## config.mk

```make
export PLATFORM = sky130hd
export DESIGN_NAME = fetch_unit
export DESIGN_NICKNAME = d
export VERILOG_FILES = /design/src/rtl/fetch_pkg.sv /design/src/rtl/fetch_fifo.sv /design/src/rtl/fetch_unit.sv
export SDC_FILE = /design/constraint.sdc
export NUM_CORES = 1
export LEC_CHECK = 0
export ABC_AREA = 1
export ABC_CLOCK_PERIOD_IN_PS = 14200
export CAP_MARGIN = 20
export CORE_ASPECT_RATIO = 0.75
export CORE_UTILIZATION = 55
export CTS_CLUSTER_DIAMETER = 120
export DETAILED_ROUTE_END_ITERATION = 7
export MAX_ROUTING_LAYER = met4
export PLACE_DENSITY = 0.86
export SYNTH_ARGS = -nofsm -noshare
export SYNTH_HDL_FRONTEND = slang
export SYNTH_SLANG_ARGS = --single-unit
```

## constraint.sdc

```tcl
create_clock -name CLK -period 14.2 [get_ports CLK]
set_clock_uncertainty 0.2 [all_clocks]
set_input_delay 4.26 -clock CLK [delete_from_list [all_inputs] [get_ports CLK]]
set_output_delay 4.26 -clock CLK [all_outputs]
set_load 0.005 [all_outputs]
```

## src/rtl/fetch_pkg.sv

```systemverilog
// Shared types and constants for the instruction fetch stage.
package fetch_pkg;

    localparam int FETCH_DATA_WIDTH = 32;
    localparam int FETCH_ADDR_WIDTH = 32;

    // Canonical RISC-V NOP (addi x0, x0, 0), available for bubble insertion.
    localparam logic [31:0] NOP_INSTR        = 32'h0000_0013;
    localparam logic [31:0] DEFAULT_RESET_PC = 32'h0000_0000;

    // One prefetch buffer entry: the fetched word tagged with its address.
    typedef struct packed {
        logic [FETCH_ADDR_WIDTH-1:0] pc;
        logic [FETCH_DATA_WIDTH-1:0] instr;
    } fetch_entry_t;

    // Width of a counter that has to hold every value from 0 to depth inclusive.
    function automatic int count_width(input int depth);
        return $clog2(depth) + 1;
    endfunction

endpackage

```

## src/rtl/fetch_fifo.sv

```systemverilog
// Prefetch buffer: synchronous FIFO with flush and a registered head output.
// The head register is loaded from storage (or straight from the write data
// when the FIFO is, or becomes, empty), so a pushed word is visible one
// cycle after the push and never combinationally.
module fetch_fifo
    import fetch_pkg::*;
#(
    parameter int  DEPTH   = 4,
    parameter type entry_t = fetch_entry_t,
    localparam int CW      = count_width(DEPTH)
) (
    input  logic          clk,
    input  logic          srst,
    input  logic          push,
    input  entry_t        push_data,
    input  logic          pop,
    input  logic          flush,
    output entry_t        head,
    output logic          empty,
    output logic [CW-1:0] count
);

    localparam int PW = $clog2(DEPTH);

    entry_t        mem [DEPTH];
    entry_t        head_reg;
    logic [PW-1:0] wr_ptr_reg;
    logic [PW-1:0] rd_ptr_reg;
    logic [PW-1:0] rd_ptr_next;
    logic [CW-1:0] count_reg;
    logic          full;
    logic          do_push;
    logic          do_pop;
    logic          head_from_input;

    assign empty   = (count_reg == '0);
    assign full    = (count_reg == CW'(DEPTH));
    // A flush discards everything, including a push or pop in the same cycle.
    assign do_push = push && !full && !flush;
    assign do_pop  = pop && !empty && !flush;

    assign rd_ptr_next     = do_pop ? rd_ptr_reg + 1'b1 : rd_ptr_reg;
    // The incoming word becomes the head when nothing older remains after the pop.
    assign head_from_input = do_push && (count_reg == CW'(do_pop));

    assign head  = head_reg;
    assign count = count_reg;

    // Storage array write port, kept free of reset so it maps onto RAM.
    always_ff @(posedge clk) begin
        if (do_push) begin
            mem[wr_ptr_reg] <= push_data;
        end
    end

    // Registered read of the next head entry.
    always_ff @(posedge clk) begin
        if (srst || flush) begin
            head_reg <= '0;
        end else if (head_from_input) begin
            head_reg <= push_data;
        end else begin
            head_reg <= mem[rd_ptr_next];
        end
    end

    // Pointers and occupancy.
    always_ff @(posedge clk) begin
        if (srst || flush) begin
            wr_ptr_reg <= '0;
            rd_ptr_reg <= '0;
            count_reg  <= '0;
        end else begin
            if (do_push) begin
                wr_ptr_reg <= wr_ptr_reg + 1'b1;
            end
            rd_ptr_reg <= rd_ptr_next;
            count_reg  <= count_reg + CW'(do_push) - CW'(do_pop);
        end
    end

    // A push into a full buffer means the upstream space reservation failed.
    always_ff @(posedge clk) begin
        if (!srst) begin
            assert (!(push && full && !flush));
        end
    end

endmodule

```

## src/rtl/fetch_unit.sv

```systemverilog
// Instruction fetch stage: sequential PC, pipelined request/response port to
// instruction memory, prefetch buffer toward the core, redirect with flush.
module fetch_unit
    import fetch_pkg::*;
#(
    parameter int                    DATA_WIDTH = FETCH_DATA_WIDTH,
    parameter int                    ADDR_WIDTH = FETCH_ADDR_WIDTH,
    parameter int                    FIFO_DEPTH = 4,
    parameter logic [ADDR_WIDTH-1:0] RESET_PC   = ADDR_WIDTH'(DEFAULT_RESET_PC)
) (
    input  logic                  CLK,
    input  logic                  RST,
    output logic                  imem_req,
    output logic [ADDR_WIDTH-1:0] imem_addr,
    input  logic                  imem_ready,
    input  logic                  imem_rvalid,
    input  logic [DATA_WIDTH-1:0] imem_rdata,
    output logic                  instr_valid,
    output logic [DATA_WIDTH-1:0] instr,
    output logic [ADDR_WIDTH-1:0] instr_pc,
    input  logic                  instr_ready,
    input  logic                  redirect_valid,
    input  logic [ADDR_WIDTH-1:0] redirect_pc
);

    localparam int CW = count_width(FIFO_DEPTH);

    typedef struct packed {
        logic [ADDR_WIDTH-1:0] pc;
        logic [DATA_WIDTH-1:0] instr;
    } entry_t;

    logic [ADDR_WIDTH-1:0] fetch_pc_reg;
    logic [ADDR_WIDTH-1:0] fetch_pc_next;
    logic [ADDR_WIDTH-1:0] resp_pc_reg;
    logic [ADDR_WIDTH-1:0] resp_pc_next;
    logic [ADDR_WIDTH-1:0] redirect_target;
    logic [CW-1:0]         outstanding_reg;
    logic [CW-1:0]         outstanding_next;
    logic [CW-1:0]         discard_reg;
    logic [CW-1:0]         discard_next;
    logic [CW-1:0]         fifo_count;
    logic [CW:0]           slots_in_use;
    logic                  fifo_empty;
    logic                  req_fire;
    logic                  resp_keep;
    logic                  fifo_pop;
    entry_t                push_entry;
    entry_t                head_entry;
    logic                  unused_redirect_lsbs;

    // Targets are forced to word alignment; the low bits are deliberately ignored.
    assign redirect_target      = {redirect_pc[ADDR_WIDTH-1:2], 2'b00};
    assign unused_redirect_lsbs = ^redirect_pc[1:0];

    // Every in-flight request owns a buffer slot, so responses can never overflow.
    assign slots_in_use = {1'b0, fifo_count} + {1'b0, outstanding_reg};
    assign imem_req     = !RST && !redirect_valid && (slots_in_use < (CW+1)'(FIFO_DEPTH));
    assign imem_addr    = fetch_pc_reg;
    assign req_fire     = imem_req && imem_ready;

    // A response is kept only if it belongs to the current fetch stream.
    assign resp_keep  = imem_rvalid && !redirect_valid && (discard_reg == '0);
    assign push_entry = '{pc: resp_pc_reg, instr: imem_rdata};
    assign fifo_pop   = instr_valid && instr_ready;

    fetch_fifo #(
        .DEPTH   (FIFO_DEPTH),
        .entry_t (entry_t)
    ) u_fifo (
        .clk       (CLK),
        .srst      (RST),
        .push      (resp_keep),
        .push_data (push_entry),
        .pop       (fifo_pop),
        .flush     (redirect_valid),
        .head      (head_entry),
        .empty     (fifo_empty),
        .count     (fifo_count)
    );

    assign instr_valid = !RST && !fifo_empty;
    assign instr       = instr_valid ? head_entry.instr : '0;
    assign instr_pc    = instr_valid ? head_entry.pc    : '0;

    // Next-state for the PCs and the in-flight / to-be-dropped counters.
    always_comb begin
        fetch_pc_next    = fetch_pc_reg;
        resp_pc_next     = resp_pc_reg;
        outstanding_next = outstanding_reg + CW'(req_fire) - CW'(imem_rvalid);
        discard_next     = discard_reg;
        if (redirect_valid) begin
            fetch_pc_next = redirect_target;
            resp_pc_next  = redirect_target;
            // Every request still in flight now belongs to a dead stream. The
            // ones already marked for discard are part of outstanding, so the
            // new total is simply what remains in flight after this cycle.
            discard_next  = outstanding_reg - CW'(imem_rvalid);
        end else begin
            if (req_fire) begin
                fetch_pc_next = fetch_pc_reg + ADDR_WIDTH'(4);
            end
            if (resp_keep) begin
                resp_pc_next = resp_pc_reg + ADDR_WIDTH'(4);
            end else if (imem_rvalid) begin
                discard_next = discard_reg - 1'b1;
            end
        end
    end

    // State registers.
    always_ff @(posedge CLK) begin
        if (RST) begin
            fetch_pc_reg    <= RESET_PC;
            resp_pc_reg     <= RESET_PC;
            outstanding_reg <= '0;
            discard_reg     <= '0;
        end else begin
            fetch_pc_reg    <= fetch_pc_next;
            resp_pc_reg     <= resp_pc_next;
            outstanding_reg <= outstanding_next;
            discard_reg     <= discard_next;
        end
    end

    // Structural invariants of the counters and the address port.
    always_ff @(posedge CLK) begin
        if (!RST) begin
            assert (outstanding_reg <= CW'(FIFO_DEPTH));
            assert (discard_reg <= outstanding_reg);
            assert (imem_addr[1:0] == 2'b00);
        end
    end

endmodule

```

---- Yosys cells after proc, flatten, opt, wreduce, memory -nomap -nowiden ----
Memories as Yosys holds them, arrays and structs flattened.
Index checks and enable logic that the tools add are counted.
word-level totals
  flip-flop bits (word level) ............. 141
  bits in writable memories ............... 256
  logic and storage cells ................. 64
  memories kept ........................... 1
operators by class
  $add $sub $neg .......................... 11
  magnitude comparators ................... 1
  eq/ne operators ......................... 3
  mux-type cells .......................... 13
  reductions and logical operators ........ 24
memory list
  name        words  width  read ports  clocked after memory_dff  write ports  line              text
  u_fifo.mem  4      64     1           0                         1            fetch_fifo.sv:25  entry_t mem [DEPTH];
operators by type and width
  kind                                                                  number
  32-bit 2-to-1 mux                                                     6
  32-bit by 3-bit adder with 32-bit output, second input constant       2
  64-bit 2-to-1 mux                                                     1
  1-bit logical AND                                                     12
  3-bit 2-to-1 mux                                                      3
  3-bit by 1-bit subtractor with 3-bit output                           3
  3-bit by 1-bit adder with 3-bit output                                2
  3-bit logical NOT                                                     2
  2-bit nonzero test                                                    3
  2-bit by 1-bit adder with 2-bit output, second input constant         2
  3-bit by 3-bit adder with 4-bit output                                1
  1-bit logical NOT                                                     4
  4-bit by 3-bit < comparator with 1-bit output, second input constant  1
  3-bit by 1-bit == test with 1-bit output                              1
  3-bit == test, second input constant                                  1
  3-bit by 1-bit subtractor with 3-bit output, second input constant    1
  1-bit 2-to-1 mux                                                      2
  2-bit 2-to-1 mux                                                      1
  2-bit inequality test, second input constant                          1
  2-bit AND reduction                                                   1
  2-bit OR reduction                                                    1
  1-bit logical OR                                                      1

---- Longest topological paths before layout ----
Gate-level depths: netlist of run 1.
  word-level depth ........................ 9
  depth in mapped cells ................... 14
  mapped depth without buffers ............ 12

---- Cells and area by module ----
A second synthesis of run 1 with hierarchy kept.
unflattened totals
  cell total of the unflattened synthesis .. 2318
  area total of the unflattened synthesis .. 19219.7 µm²
by module, submodules not included
  module      times used  cells each  area an instance (µm²)  seq. area each (µm²)
  fetch_fifo  1           1426        14181.1                 9108.7
  fetch_unit  1           892         5038.6                  1321.3

---- Worst setup path after synthesis of run 1 ----
No wires, ideal clock.
  path kind ............................... input -> output
  from .................................... input RST
  to ...................................... output instr_valid
  arrival ................................. 5039 ps
  data required time ...................... 9740 ps
  path slack .............................. 4701 ps
  stages .................................. 5
  buffers on the path ..................... 2
  cells stage by stage .................... buf_4 clkinv_2 nand2_1 clkbuf_1 inv_1
between the ends
  longest elaborated chain between the ends .. 2
ends and longest elaborated chain
  element            line              text
  start, declared    fetch_unit.sv:12  input logic RST,
  1-bit logical NOT  n/a
  1-bit logical AND  fetch_unit.sv:82  assign instr_valid = !RST && !fifo_empty;
  end, declared      fetch_unit.sv:18  output logic instr_valid,
No other way between the ends.

---- Final worst setup path of run 1 ----
  from .................................... input RST
  to ...................................... output instr[21]
between the ends
  longest elaborated chain between the ends .. 3
ends and longest elaborated chain
  element            line              text
  1-bit logical NOT  n/a
  1-bit logical AND  fetch_unit.sv:82
  32-bit 2-to-1 mux  fetch_unit.sv:83  assign instr = instr_valid ? head_entry.instr : '0;
  end, declared      fetch_unit.sv:19  output logic [DATA_WIDTH-1:0] instr,
No other way between the ends.

==> results.md, run 1 <==
* WL met1 at 19,100 um
* Comb power frac at 9.1%
* PwrDens at 115 mW/mm^2
* CTS tree: done
* Worst Hold Depth at 2
* Tcrit/Tclk final at 78.0%
* Most frequent cells in the layout: 446 x nand2_1, 408 x inv_1, 329 x nor2_1
* Run status: finished clean
* Crit. End Element: primary output
* Largest cells by area after synthesis: edfxtp_1 41%, dfxtp_1 15%, nand2_1 9.2%
* Worst slack at placement at 3.15 ns
* Synth Area per Inst at 8.25 um^2
* Die X at 212 um
* Sequential share of the synthesized area at 55.6%
* Met2 wire len at 22,200 um
* Leak at 0.00912 uW
* Critical path origin: RST
* Routability Congestion at 0.926
* CP max stage cell: buf_4
* Clk_lat worst skew at 0.54 ns
* FMAX at 90.3 MHz
* Initial drt markers at 1,956
* Int Pwr at 1850 uW
* Clock power share at 39.3%
* Post-synth ARST share at 0%
* Area grow syn2layout at 16.9%
* Critical path arrival at 6.61 ns
* Critical path type: primary input to primary output
* Reg2Reg Launch Point: u_fifo.count[2]$_SDFF_PP0_
* Setup_tns at 0 ns
* Yosys top cell by area: edfxtp_1
* WP buf/inv at 5
* CTS resizes at 0
* Hold Crit Start: discard_reg[2]$_SDFFE_PP0P_
* Slew headroom at 22.5%
* ANT nets after route at 0
* Switch share at 24.5%
* CP Data Required Time at 9.74 ns
* Worst-path clk slew at 0.06 ns
* Nets at 2,419
* Rows at 57
* RSZ-0062 raised after global routing: no
* Clock H-tree levels at 2
* Met3 routed WL at 4820 um
* Share of post-route cells with drive strength above 1 at 3.90%
* R2R depth at 11
* DR top layer: met4
* Part of the power in registers at 51.6%
* Post-DP HPWL at 28,500 um
* Synthesized flop and latch total at 383
* Mapped Cells at 2,212
* Largest net degree at the start of global routing at 105
* CTS sink count at 383
* Core ar. at 0.0325 mm^2
* Switch Pwr at 601 uW
* Total Routing Usage GR at 28.7%
* EDFF count, synth at 248
* WP depth at 7
* Cell Chain, Critical Path: buf_2 -> buf_4 -> clkinv_2 -> nand2_2 -> buf_4 -> nor2_1 -> clkdlybuf4s50_1
* Setup bufs post-CTS at 0
* Setup ws final at 3.13 ns
* Vias per cell at 5.43
* Drt drc at 0
* Slowest Stage Delay on Critical Path at 0.57 ns
* Critical Path Fanout Max at 63
* Min Tclk post-route at 11.07 ns
* GRT overflow at 0
* Initial Utilization at 56.1%
* Number of global-route vias before repair at 14,600
* Commonest non-fill, non-tap cell in the layout: nand2_1
* First-pass GRT wire length at 74,400 um
* PortBufs at 161
* Hold Path Class: flop to flop
* Drt total wl at 47,600 um
* Worst ir drop on vdd at 73.1 uV
* Hold buffer count at cts at 0
* Yosys warns at 0
* Synthesized area at 0.0183 mm^2
* Clock root cell: clkbuf_16
* Ys flop type: edfxtp_1
* Die area at 0.0339 mm^2
* Final Hold Fails at 0
* Initial antenna violation count at 1
* DR vias at 15,200
* I/O pin cnt at 168
* Wire per inst at 17.0 um
* CTS Buf Count at 38
* Startpoint types: primary input
* Final Max Tran Viols at 0
* Non-filler instance count after layout at 2,803
* # setup viols final at 0
* Max reg flops at 248
* Area fraction of the dominant cell type after synthesis at 40.8%
* Worst path most repeated cell: buf_4
* Measured slew at the worst slew-check pin at 1.16 ns
* Placed cells at 2,732
* Synth unique cells at 37
* Max Buffers Root-to-Sink at 3
* Max Cap Violations at 0
* DR pass1 iterations at 6
* Die Y at 160 um
* Largest delay share family, worst path: buffers and inverters
==> metrics by stage <==
| stage | instance area (um^2) | util, % | hold WS [ns] | total power, uW |
|---|---|---|---|---|
| 3_5_place_dp | 20100 | 61.9 | 0.295 | 1510 |
| 2_1_floorplan | 18300 | - | 0.263 | 1410 |
| 4_1_cts | 21300 | 65.5 | 0.306 | 2460 |
| 3_3_place_gp | 20100 | 61.9 | 0.276 | 1500 |
| 5_1_grt | 21300 | 65.6 | 0.332 | 2530 |
| 6_report | 21300 | 65.6 | 0.305 | 2460 |
==> routing by layer <==
metal	vias to the layer above	GRT usage (%)
li1	7194	-
met4	0	10.8
met5	-	-
met3	128	4.11
met2	848	44.6
met1	7043	38.2
==> path summary, 6_finish.rpt <==
check / end / slack [ns]
worst max-delay path: instr[21] / 3.13
worst max register to register: u_fifo.head[56]$_SDFF_PP0_ / 10.51
worst min-delay path: discard_reg[2]$_SDFFE_PP0P_ / 0.31
worst min register to register: discard_reg[2]$_SDFFE_PP0P_ / 0.31
==> kinds of logic after synthesis <==
group	after synthesis	share of synthesized area [%]
AOI/OAI and AO/OA	121	3.57
xor gates and xnor gates	22	1.06
adders and majority gates	18	1.32
buffers and inverters	513	11.1
DFF	383	55.6
other	1	0.0205
and+or+nand+nor	1154	27.4
==> worst register-to-register path, stage by stage (launching register included) <==
cell and delay, ns:
dfxtp_1 0.45, nor2_1 0.14, nand2_1 0.22, nand2_2 0.15, nand2_1 0.14, nand2_4 0.49
inv_2 0.84, buf_4 0.53, nand3_1 0.19, nand3_1 0.12, nand2_1 0.11, inv_1 0.08
==> cell usage after synthesis, drive strengths merged (2+ instances only) <==
cell type	instances
inv	411
buf	57
nor3	3
nand3b	63
dfxtp	135
a21oi	52
nand4	5
xor2	17
ha	16
nand2	452
o21bai	2
o21ai	50
xnor2	5
clkbuf	43
fa	2
nand3	295
nor2	335
a31oi	12
o211ai	3
edfxtp	248
clkinv	2
==> layout make-up <==
| class | instances | area (um^2) |
|---|---|---|
| sequential | 383 | 10100 |
| clock inverter | 15 | 95.1 |
| antenna | 1 | 2.50 |
| inverter | 413 | 1550 |
| multi-input combinational | 1319 | 6160 |
| timing repair buffer | 176 | 1730 |
| fill | 2476 | 11200 |
| clock buffer | 54 | 1090 |
| tap | 442 | 553 |
==> power groups by stage <==
stage	Combinational [uW]	Clock [uW]	Sequential [uW]
final	223	966	1270
after global routing	248	1010	1270
after CTS	221	971	1270
after detailed placement	217	0	1290
after global placement	209	0	1290
after floorplan	137	0	1280
Note: power is estimated with default switching activity, not from simulation.
==> run 2: changes to the inputs <==
- ABC_CLOCK_PERIOD_IN_PS: 14200 -> 9100
- CORE_UTILIZATION: 55 -> 52
- PLACE_DENSITY: 0.86 -> 0.85
- clock period: 14.2 -> 9.1 ns (I/O delays scaled with it)
==> results.md, run 2 (synthesis gave the netlist of run 1 again) <==
* Hold_ws at 0.308 ns
* Critical Path Fanout Max at 61
* Final Hold Fails at 0
* Setup_tns at 0 ns
* Design Power at 3970 uW
* Initial antenna violation count at 0
* Startpoint types: primary input
* Slew headroom at 26.7%
* Commonest non-fill, non-tap cell in the layout: nand2_1
* Run status: finished clean
* Int Pwr at 3020 uW
* Wire per inst at 16.7 um
* First-pass GRT wire length at 73,700 um
* Post-DP HPWL at 29,000 um
* Die Y at 164 um
* PwrDens at 185 mW/mm^2
* CP max stage cell: clkdlybuf4s50_1
* Drt drc at 0
* Die X at 218 um
* Total Routing Usage GR at 27.0%
* Tcrit/Tclk final at 81.6%
* CP Data Required Time at 6.17 ns
* Min Tclk post-route at 7.42 ns
* FMAX at 135 MHz
* Switch share at 24.0%
* Drt total wl at 47,100 um
* Nets at 2,423
* # setup viols final at 0
* CTS sink count at 383
* Critical path type: primary input to primary output
* CTS tree: done
* Max Buffers Root-to-Sink at 3
* Clock root cell: clkbuf_16
* Share of post-route cells with drive strength above 1 at 4.48%
* Initial Utilization at 52.7%
* PortBufs at 161
* I/O pin cnt at 168
* Part of the power in registers at 49.8%
* Vias per cell at 5.37
* Switch Pwr at 953 uW
* Cell area after layout at 0.0215 mm^2
* Crit. End Element: primary output
* Critical path arrival at 4.49 ns
* DR vias at 15,200
* Hold buffer count at cts at 0
* Clk_lat worst skew at 0.52 ns
* Routability Congestion at 0.931
* Most frequent cells in the layout: 446 x nand2_1, 408 x inv_1, 329 x nor2_1
* Initial drt markers at 1,771
* Worst ir drop on vdd at 143 uV
* Max reg flops at 248
* Largest net degree at the start of global routing at 100
* Leak at 0.00922 uW
* Core ar. at 0.0346 mm^2
* Measured slew at the worst slew-check pin at 1.10 ns
* RSZ-0062 raised after global routing: no
* Cell Chain, Critical Path: buf_2 -> buf_4 -> nor2_2 -> nand2_1 -> nor2_1 -> clkdlybuf4s50_1
* Fillers at 2,749
* Hold Path Class: flop to flop
* GRT overflow at 0
* Comb power frac at 8.7%
* Final Max Tran Viols at 0
* CTS Buf Count at 39
* Rows at 59
* Area grow syn2layout at 17.9%
* Die area at 0.0359 mm^2
* Worst-path clk slew at 0.05 ns
* Max Cap Violations at 0
* Setup bufs post-CTS at 0
* Placement-stage cell area at 0.0202 mm^2
* ANT nets after route at 0
* Clock H-tree levels at 2
* Clock power share at 41.5%
* CTS resizes at 0
* DR pass1 iterations at 7
* R2R Setup Slk at 5.74 ns
* Slowest Stage Delay on Critical Path at 0.53 ns
* Number of global-route vias before repair at 14,500
* ANT cells at 0
[run 2: cell count changes in the layout (fill, tap and decap cells not counted), sizes merged]
cell	change
diode	-1
bufinv	+4
clkinv	+4
buf	+3
clkbuf	-5
[run 2: area by class of cell]
cell class                      instances  area (um^2)  area share, %
Clock buffer                           49         1080           5.04
Clock inverter                         23          245           1.14
Inverter                              413         1550           7.21
Multi-Input combinational cell       1319         6160           28.6
Sequential cell                       383        10100           47.2
Tap cell                              457          572           2.66
Timing Repair Buffer                  179         1760           8.19
[run 2: worst max-delay path, delay by kind of cell]
kind | cells | cell delay, ns
simple gates | 3 | 0.75
buf+inv | 3 | 0.97
[run 2: worst paths after layout]
path                                             startpoint                           to  cells after the start
worst min-delay path            discard_reg[2]$_SDFFE_PP0P_  discard_reg[2]$_SDFFE_PP0P_                      2
worst min register to register  discard_reg[2]$_SDFFE_PP0P_  discard_reg[2]$_SDFFE_PP0P_                      2
worst max-delay path                                    RST                     imem_req                      6
worst max register to register  discard_reg[0]$_SDFFE_PP0P_  u_fifo.mem[1][25]$_DFFE_PP_                      7
[run 2: per-stage QoR]
stage | util, % | cells | setup WS (ns)
3_5_place_dp | 58.2 | 2750 | 1.73
4_1_cts | 62.1 | 2822 | 1.72
2_1_floorplan | - | 2215 | 2.53
6_report | 62.2 | 2823 | 1.68
5_1_grt | 62.2 | 2823 | 1.61
3_3_place_gp | 58.2 | 2750 | 1.74
[run 2: power groups by stage]
stage	clock (uW)	sequential (uW)	combinational, uW
after CTS	1660	1980	346
after global placement	0	2010	328
after global routing	1730	1980	390
final	1650	1980	347
after floorplan	0	1990	214
after detailed placement	0	2010	341
[run 2: routing by layer]
metal,part of all wire [%],global-route usage [%]
met4,2.1,7.98
met1,41,35.3
met2,47,43.5
met5,0,-
met3,10,4.31
